--- src/rtl/ms_serial_port_if.sv ---
// Bundle of the request/response handshake and main-store serial bus signals.
// The slave modport is the serial port block; the master modport is the CPU/store side.
interface ms_serial_port_if #(
    parameter int INSTR_BITS      = 20,
    parameter int INSTR_ADDR_BITS = 10
);
    logic                       w_REQ_VALID;
    logic                       w_REQ_READY;
    logic                       w_REQ_WRITE;
    logic [INSTR_ADDR_BITS-1:0] b_REQ_ADDR;
    logic [INSTR_BITS-1:0]      b_REQ_WDATA;
    logic                       w_RESP_VALID;
    logic [INSTR_BITS-1:0]      b_RESP_RDATA;
    logic [INSTR_ADDR_BITS-1:0] b_MS_ADDR;
    logic                       w_XTB;
    logic                       w_MS_ZERO;
    logic                       w_MS_DATA_IN;
    logic                       w_MS_DATA_OUT;
    logic                       w_BEAT0;

    modport slave (
        input  w_REQ_VALID, w_REQ_WRITE, b_REQ_ADDR, b_REQ_WDATA, w_MS_DATA_OUT,
        output w_REQ_READY, w_RESP_VALID, b_RESP_RDATA, b_MS_ADDR,
               w_XTB, w_MS_ZERO, w_MS_DATA_IN, w_BEAT0
    );

    modport master (
        output w_REQ_VALID, w_REQ_WRITE, b_REQ_ADDR, b_REQ_WDATA, w_MS_DATA_OUT,
        input  w_REQ_READY, w_RESP_VALID, b_RESP_RDATA, b_MS_ADDR,
               w_XTB, w_MS_ZERO, w_MS_DATA_IN, w_BEAT0
    );
endinterface

--- src/rtl/ms_serial_port.sv ---
// CPU-side end of the main-store serial digit bus: turns parallel word requests into
// beat-aligned serial traffic and deserialises read digits back into a word.
module ms_serial_port #(
    parameter int INSTR_BITS      = 20,
    parameter int INSTR_ADDR_BITS = 10,
    parameter int FLYBACK_TIME    = 4,
    parameter int READ_LATENCY    = 2
) (
    input  logic             w_DPG,
    input  logic             w_RST_N,
    ms_serial_port_if.slave  bus
);
    localparam int P  = INSTR_BITS + FLYBACK_TIME;
    localparam int CW = $clog2(P);
    localparam logic [CW-1:0] CNT_LAST = CW'(P - 1);
    localparam logic [CW-1:0] CNT_XTB  = CW'(INSTR_BITS);

    typedef enum logic [1:0] {IDLE, ALIGN, XFER, DONE} state_e;

    state_e                     state_q, state_d;
    logic [CW-1:0]              counter_q, counter_d;
    logic                       write_q, write_d;
    logic [INSTR_ADDR_BITS-1:0] addr_q, addr_d;
    logic [INSTR_BITS-1:0]      wdata_q, wdata_d;
    logic [INSTR_BITS-1:0]      shift_q, shift_d;
    logic [INSTR_BITS-1:0]      rdata_q, rdata_d;
    logic [INSTR_ADDR_BITS-1:0] msAddr_q, msAddr_d;
    logic                       ready_q, ready_d;
    logic                       respValid_q, respValid_d;
    logic                       xtb_q, xtb_d;
    logic                       zero_q, zero_d;
    logic                       dataIn_q, dataIn_d;

    // Bus outputs are registered from the next state/counter so they line up with the beat.
    always_comb begin
        state_d     = state_q;
        counter_d   = (counter_q == CNT_LAST) ? '0 : counter_q + CW'(1);
        write_d     = write_q;
        addr_d      = addr_q;
        wdata_d     = wdata_q;
        shift_d     = shift_q;
        rdata_d     = rdata_q;
        msAddr_d    = msAddr_q;
        ready_d     = 1'b0;
        respValid_d = 1'b0;
        xtb_d       = 1'b0;
        zero_d      = 1'b0;
        dataIn_d    = 1'b0;

        case (state_q)
            IDLE: begin
                if (bus.w_REQ_VALID && ready_q) begin
                    write_d = bus.w_REQ_WRITE;
                    addr_d  = bus.b_REQ_ADDR;
                    wdata_d = bus.b_REQ_WDATA;
                    state_d = (counter_q == CNT_LAST) ? XFER : ALIGN;
                end
            end
            ALIGN: begin
                if (counter_q == CNT_LAST) state_d = XFER;
            end
            XFER: begin
                // Digit k arrives READ_LATENCY cycles after beat position k.
                if (!write_q) begin
                    for (int k = 0; k < INSTR_BITS; k++) begin
                        if (counter_q == CW'(k + READ_LATENCY)) shift_d[k] = bus.w_MS_DATA_OUT;
                    end
                end
                if (counter_q == CNT_LAST) state_d = DONE;
            end
            DONE: state_d = IDLE;
            default: state_d = IDLE;
        endcase

        ready_d     = (state_d == IDLE);
        respValid_d = (state_d == DONE);
        if (state_d == DONE && !write_q) rdata_d = shift_d;

        if (state_d == XFER) begin
            msAddr_d = addr_d;
            if (write_d) begin
                zero_d = 1'b1;
                xtb_d  = (counter_d == CNT_XTB);
                for (int k = 0; k < INSTR_BITS; k++) begin
                    if (counter_d == CW'(k)) dataIn_d = wdata_d[k];
                end
            end
        end
    end

    always_ff @(posedge w_DPG) begin
        if (!w_RST_N) begin
            state_q     <= IDLE;
            counter_q   <= '0;
            write_q     <= 1'b0;
            addr_q      <= '0;
            wdata_q     <= '0;
            shift_q     <= '0;
            rdata_q     <= '0;
            msAddr_q    <= '0;
            ready_q     <= 1'b0;
            respValid_q <= 1'b0;
            xtb_q       <= 1'b0;
            zero_q      <= 1'b0;
            dataIn_q    <= 1'b0;
        end else begin
            state_q     <= state_d;
            counter_q   <= counter_d;
            write_q     <= write_d;
            addr_q      <= addr_d;
            wdata_q     <= wdata_d;
            shift_q     <= shift_d;
            rdata_q     <= rdata_d;
            msAddr_q    <= msAddr_d;
            ready_q     <= ready_d;
            respValid_q <= respValid_d;
            xtb_q       <= xtb_d;
            zero_q      <= zero_d;
            dataIn_q    <= dataIn_d;
        end
    end

    assign bus.w_REQ_READY  = ready_q;
    assign bus.w_RESP_VALID = respValid_q;
    assign bus.b_RESP_RDATA = rdata_q;
    assign bus.b_MS_ADDR    = msAddr_q;
    assign bus.w_XTB        = xtb_q;
    assign bus.w_MS_ZERO    = zero_q;
    assign bus.w_MS_DATA_IN = dataIn_q;
    assign bus.w_BEAT0      = (counter_q == '0);
endmodule

--- src/flat_wrapper.sv ---
// flat-port wrapper written by rule: the top's interface ports become plain ports
module ms_serial_port_flat 
#(
    parameter int INSTR_BITS      = 20,
    parameter int INSTR_ADDR_BITS = 10,
    parameter int FLYBACK_TIME    = 4,
    parameter int READ_LATENCY    = 2
)
  (w_DPG, w_RST_N, bus_w_REQ_VALID, bus_w_REQ_WRITE, bus_b_REQ_ADDR, bus_b_REQ_WDATA, bus_w_MS_DATA_OUT, bus_w_REQ_READY, bus_w_RESP_VALID, bus_b_RESP_RDATA, bus_b_MS_ADDR, bus_w_XTB, bus_w_MS_ZERO, bus_w_MS_DATA_IN, bus_w_BEAT0);
  ms_serial_port_if #(.INSTR_BITS(INSTR_BITS), .INSTR_ADDR_BITS(INSTR_ADDR_BITS)) bus_i ();
  input  logic w_DPG;
  input  logic w_RST_N;
  input wire logic [$bits(bus_i.w_REQ_VALID)-1:0] bus_w_REQ_VALID;
  input wire logic [$bits(bus_i.w_REQ_WRITE)-1:0] bus_w_REQ_WRITE;
  input wire logic [$bits(bus_i.b_REQ_ADDR)-1:0] bus_b_REQ_ADDR;
  input wire logic [$bits(bus_i.b_REQ_WDATA)-1:0] bus_b_REQ_WDATA;
  input wire logic [$bits(bus_i.w_MS_DATA_OUT)-1:0] bus_w_MS_DATA_OUT;
  output wire logic [$bits(bus_i.w_REQ_READY)-1:0] bus_w_REQ_READY;
  output wire logic [$bits(bus_i.w_RESP_VALID)-1:0] bus_w_RESP_VALID;
  output wire logic [$bits(bus_i.b_RESP_RDATA)-1:0] bus_b_RESP_RDATA;
  output wire logic [$bits(bus_i.b_MS_ADDR)-1:0] bus_b_MS_ADDR;
  output wire logic [$bits(bus_i.w_XTB)-1:0] bus_w_XTB;
  output wire logic [$bits(bus_i.w_MS_ZERO)-1:0] bus_w_MS_ZERO;
  output wire logic [$bits(bus_i.w_MS_DATA_IN)-1:0] bus_w_MS_DATA_IN;
  output wire logic [$bits(bus_i.w_BEAT0)-1:0] bus_w_BEAT0;
  assign bus_i.w_REQ_VALID = bus_w_REQ_VALID;
  assign bus_i.w_REQ_WRITE = bus_w_REQ_WRITE;
  assign bus_i.b_REQ_ADDR = bus_b_REQ_ADDR;
  assign bus_i.b_REQ_WDATA = bus_b_REQ_WDATA;
  assign bus_i.w_MS_DATA_OUT = bus_w_MS_DATA_OUT;
  assign bus_w_REQ_READY = bus_i.w_REQ_READY;
  assign bus_w_RESP_VALID = bus_i.w_RESP_VALID;
  assign bus_b_RESP_RDATA = bus_i.b_RESP_RDATA;
  assign bus_b_MS_ADDR = bus_i.b_MS_ADDR;
  assign bus_w_XTB = bus_i.w_XTB;
  assign bus_w_MS_ZERO = bus_i.w_MS_ZERO;
  assign bus_w_MS_DATA_IN = bus_i.w_MS_DATA_IN;
  assign bus_w_BEAT0 = bus_i.w_BEAT0;
  ms_serial_port #(.INSTR_BITS(INSTR_BITS), .INSTR_ADDR_BITS(INSTR_ADDR_BITS), .FLYBACK_TIME(FLYBACK_TIME), .READ_LATENCY(READ_LATENCY)) u_core (.w_DPG(w_DPG), .w_RST_N(w_RST_N), .bus(bus_i));
endmodule
--- config.mk ---
export PLATFORM = sky130hd
export DESIGN_NAME = ms_serial_port_flat
export DESIGN_NICKNAME = d
export VERILOG_FILES = /design/src/rtl/ms_serial_port_if.sv /design/src/rtl/ms_serial_port.sv /design/src/flat_wrapper.sv
export SDC_FILE = /design/constraint.sdc
export NUM_CORES = 1
export LEC_CHECK = 0
export BUFFER_PORTS_ARGS = -buffer_cell sky130_fd_sc_hd__buf_2
export CELL_PAD_IN_SITES_DETAIL_PLACEMENT = 1
export CELL_PAD_IN_SITES_GLOBAL_PLACEMENT = 2
export CORE_MARGIN = 4
export CORE_UTILIZATION = 23
export CTS_CLUSTER_DIAMETER = 30
export DETAILED_ROUTE_END_ITERATION = 7
export GPL_TIMING_DRIVEN = 1
export PLACE_DENSITY_LB_ADDON = 0.1
export SYNTH_ARGS = -nofsm -noshare
export SYNTH_HDL_FRONTEND = slang
export SYNTH_SLANG_ARGS = --single-unit
--- constraint.sdc ---
create_clock -name w_DPG -period 2.6 [get_ports w_DPG]
set_input_delay 0.65 -clock w_DPG [delete_from_list [all_inputs] [get_ports w_DPG]]
set_output_delay 0.65 -clock w_DPG [all_outputs]
set_load 0.03 [all_outputs]
==> run metrics <==
Synth Instances=434; ratio of cells with drive above 1 in the final layout=between 20% and 30%; remaining global-route overflow=0; largest net degree at the start of global routing=88; clock root buffer=clkbuf_16; slowest CP cell=or3_1; pwr dens=676 nW/um2; EDFF count, synth=0; starting density of the core=23.6%; DPL Wire Length=around 8000 um; cts repair resizes=0; Hold Crit Class=reg -> reg; Iteration-0 DRC Markers=114; Worst path max stage delay=0.38 ns; CP dominant cell by count=ha_1; Leak Pwr=2.13 nW; RSZ-0062 raised after global routing=no; Hold Path Origin=u_core.wdata_q[19]$_SDFF_PN0_; post-route ant nets=0; # rows=47; Port Buffers=70; prevailing post-synth register cell=dfxtp_1; number of global-route vias before repair=3,456; CP Capture Type=register; maximum fanout along the worst path=8; Placer Congestion=0.769; maximum root-to-sink buffer count=2; Netlist Area Pre-Place=just under 4000 um2; Via Count=about 3,300; placed inst area=4650 um2; # diodes=0; first-pass GRT wire length=18,400 um; Die ar.=19,300 um2; total nets after synthesis=474; outcome=complete, no violations; most frequent cells in the layout=93 x dfxtp_1, 92 x nor2_1, 70 x buf_2; Core Region=about 17,000 um2; synth warn=0; worst path required time=2.89 ns; FF/Latch Area=~1900 um2; Synth cell types=50; setup ws final=0.206 ns; DP Worst Slack=0.0908 ns; Sink Count=93; Pre-antenna DRT Iters=4; CTS tree=done; Num CTS Buffers=9; IO Pins=71; DR WL/cell=between 15 and 20 um; clk_lat worst skew=between 0.3 and 0.4 ns; setup TNS=0 ns; f_max=0.418 GHz; slew of the pin with the lowest slew margin=0.604 ns; sequential cell area fraction in the yosys report=47.3%; fin nets=548; Clock Pin Slew Worst Setup and Hold Paths=~0.06 ns; #FFs+latches synth=between 90 and 100; Max Cap Violations=0; min Tclk post-route=2.39 ns; max_slew headroom=approximately three fifths; Die H=139 um; Hold Vio Cnt, Final=0; Area growth, synth to finish=27.5%; async set-reset flop share out of synthesis=0%; total wire length=about 11,000 um; critical path arrival=2.68 ns; CP Launch Point=u_core.counter_q[0]$_SDFF_PN0_; Mean Syn Cell Area=9.06 um2; die width=139 um; initial antenna violation count=0; crit path kind=reg -> reg; fin crit share=92.1%; All-Layer GR Usage=11.7%; cts hold-fix bufs=0; Max IR drop VDD=approximately 260 uV; Startpoint Class=register; setup bufs post-CTS=0; H-Tree Depth=3; most common cell after layout, fill and taps aside=dfxtp_1; Critical R2R Launch=u_core.counter_q[0]$_SDFF_PN0_; # DRC=0; Final setup viols=0; Slew Limit Fails=0; area of the multi-input gates=1920 um2; DR vias/cell=4.45; fin area=5010 um2; number of fill cells in the layout=1,985; Clock Skews=0.00670 ns; CP cell instances=ha_1, and3_1, ha_1, inv_1, or3_1, o32ai_1, o21ai_0, a221oi_1, a31o_1
## sequential cells by signal, indices dropped and copies added, names as in the netlist, 2 cells and up
register / flops
u_core.bus.b_RESP_RDATA: 20
u_core.shift_q: 20
u_core.wdata_q: 20
u_core.addr_q: 10
u_core.bus.b_MS_ADDR: 10
u_core.counter_q: 5
u_core.state_q: 2
## Yosys cell counts (all sizes together) (5+ instances only)
master / count / area share [%]
mux2i: 53 / 13
o21ai: 11 / 1.4
a21oi: 9 / 1.2
ha: 5 / 1.6
nor3: 13 / 1.7
a211oi: 29 / 5.5
nand3: 14 / 1.8
nand2: 23 / 2.2
inv: 6 / 0.57
and2: 6 / 0.99
nand2b: 7 / 1.1
dfxtp: 93 / 47
clkbuf: 22 / 2.1
nor2: 93 / 8.9
buf: 9 / 1.6
## worst paths after layout
path | end | slack (ns) | depth (start not counted)
min | u_core.wdata_q[19]$_SDFF_PN0_ | 0.49 | 2
min reg2reg | u_core.wdata_q[19]$_SDFF_PN0_ | 0.49 | 2
max reg2reg | u_core.bus.w_MS_DATA_IN$_SDFF_PN0_ | 0.21 | 9
max | u_core.bus.w_MS_DATA_IN$_SDFF_PN0_ | 0.21 | 9
## metrics by stage
stage | total power [mW] | util [%] | hold WS, ns | std cells
2_1_floorplan | 1.70 | - | 0.449 | 434
3_5_place_dp | 1.82 | 27.9 | 0.484 | 717
4_1_cts | 3.46 | 30.0 | 0.500 | 733
3_3_place_gp | 1.82 | 27.9 | 0.466 | 717
5_1_grt | 3.55 | 30.0 | 0.518 | 733
6_report | 3.39 | 30.0 | 0.491 | 733
## kinds of logic after synthesis
group | share of synthesized area [%]
AND/OR/NAND/NOR | 20.4
multiplexers | 13.8
AO/OA/AOI/OAI | 12.6
flip-flops | 47.3
buffers and inverters | 4.36
adder cells (fa/ha/maj) | 1.59
## layout make-up
class	instances	area share, %
clock buffers	9	4.49
clock inverters	7	2.74
inverters	7	0.524
multi-input cells	303	38.3
flip-flops and latches	93	37.1
well taps	220	5.49
repair buffers	94	11.3
## report_power, final
part	total, mW	switching (mW)	internal [mW]
Clock	1.60	0.570	1.03
Sequential	1.47	0.0146	1.45
Combinational	0.316	0.188	0.128
## per-layer routing
| layer | track usage, % | vias up | wire [um] |
|---|---|---|---|
| li1 | - | 1667 | - |
| met1 | 15.5 | 1531 | 5440 |
| met2 | 18.5 | 55 | 4900 |
| met3 | 2.97 | 11 | 498 |
| met4 | 4.63 | 0 | 182 |
| met5 | 0 | - | 0 |
## worst max-delay path, delay by kind of cell (launching register included)
| kind | cells | cell delay [ns] |
|---|---|---|
| compound gates | 4 | 0.73 |
| simple gates | 2 | 0.61 |
| fa+ha+maj | 2 | 0.60 |
| flops | 1 | 0.32 |
| buf+inv | 1 | 0.09 |
(Power assumes the default switching activity.)
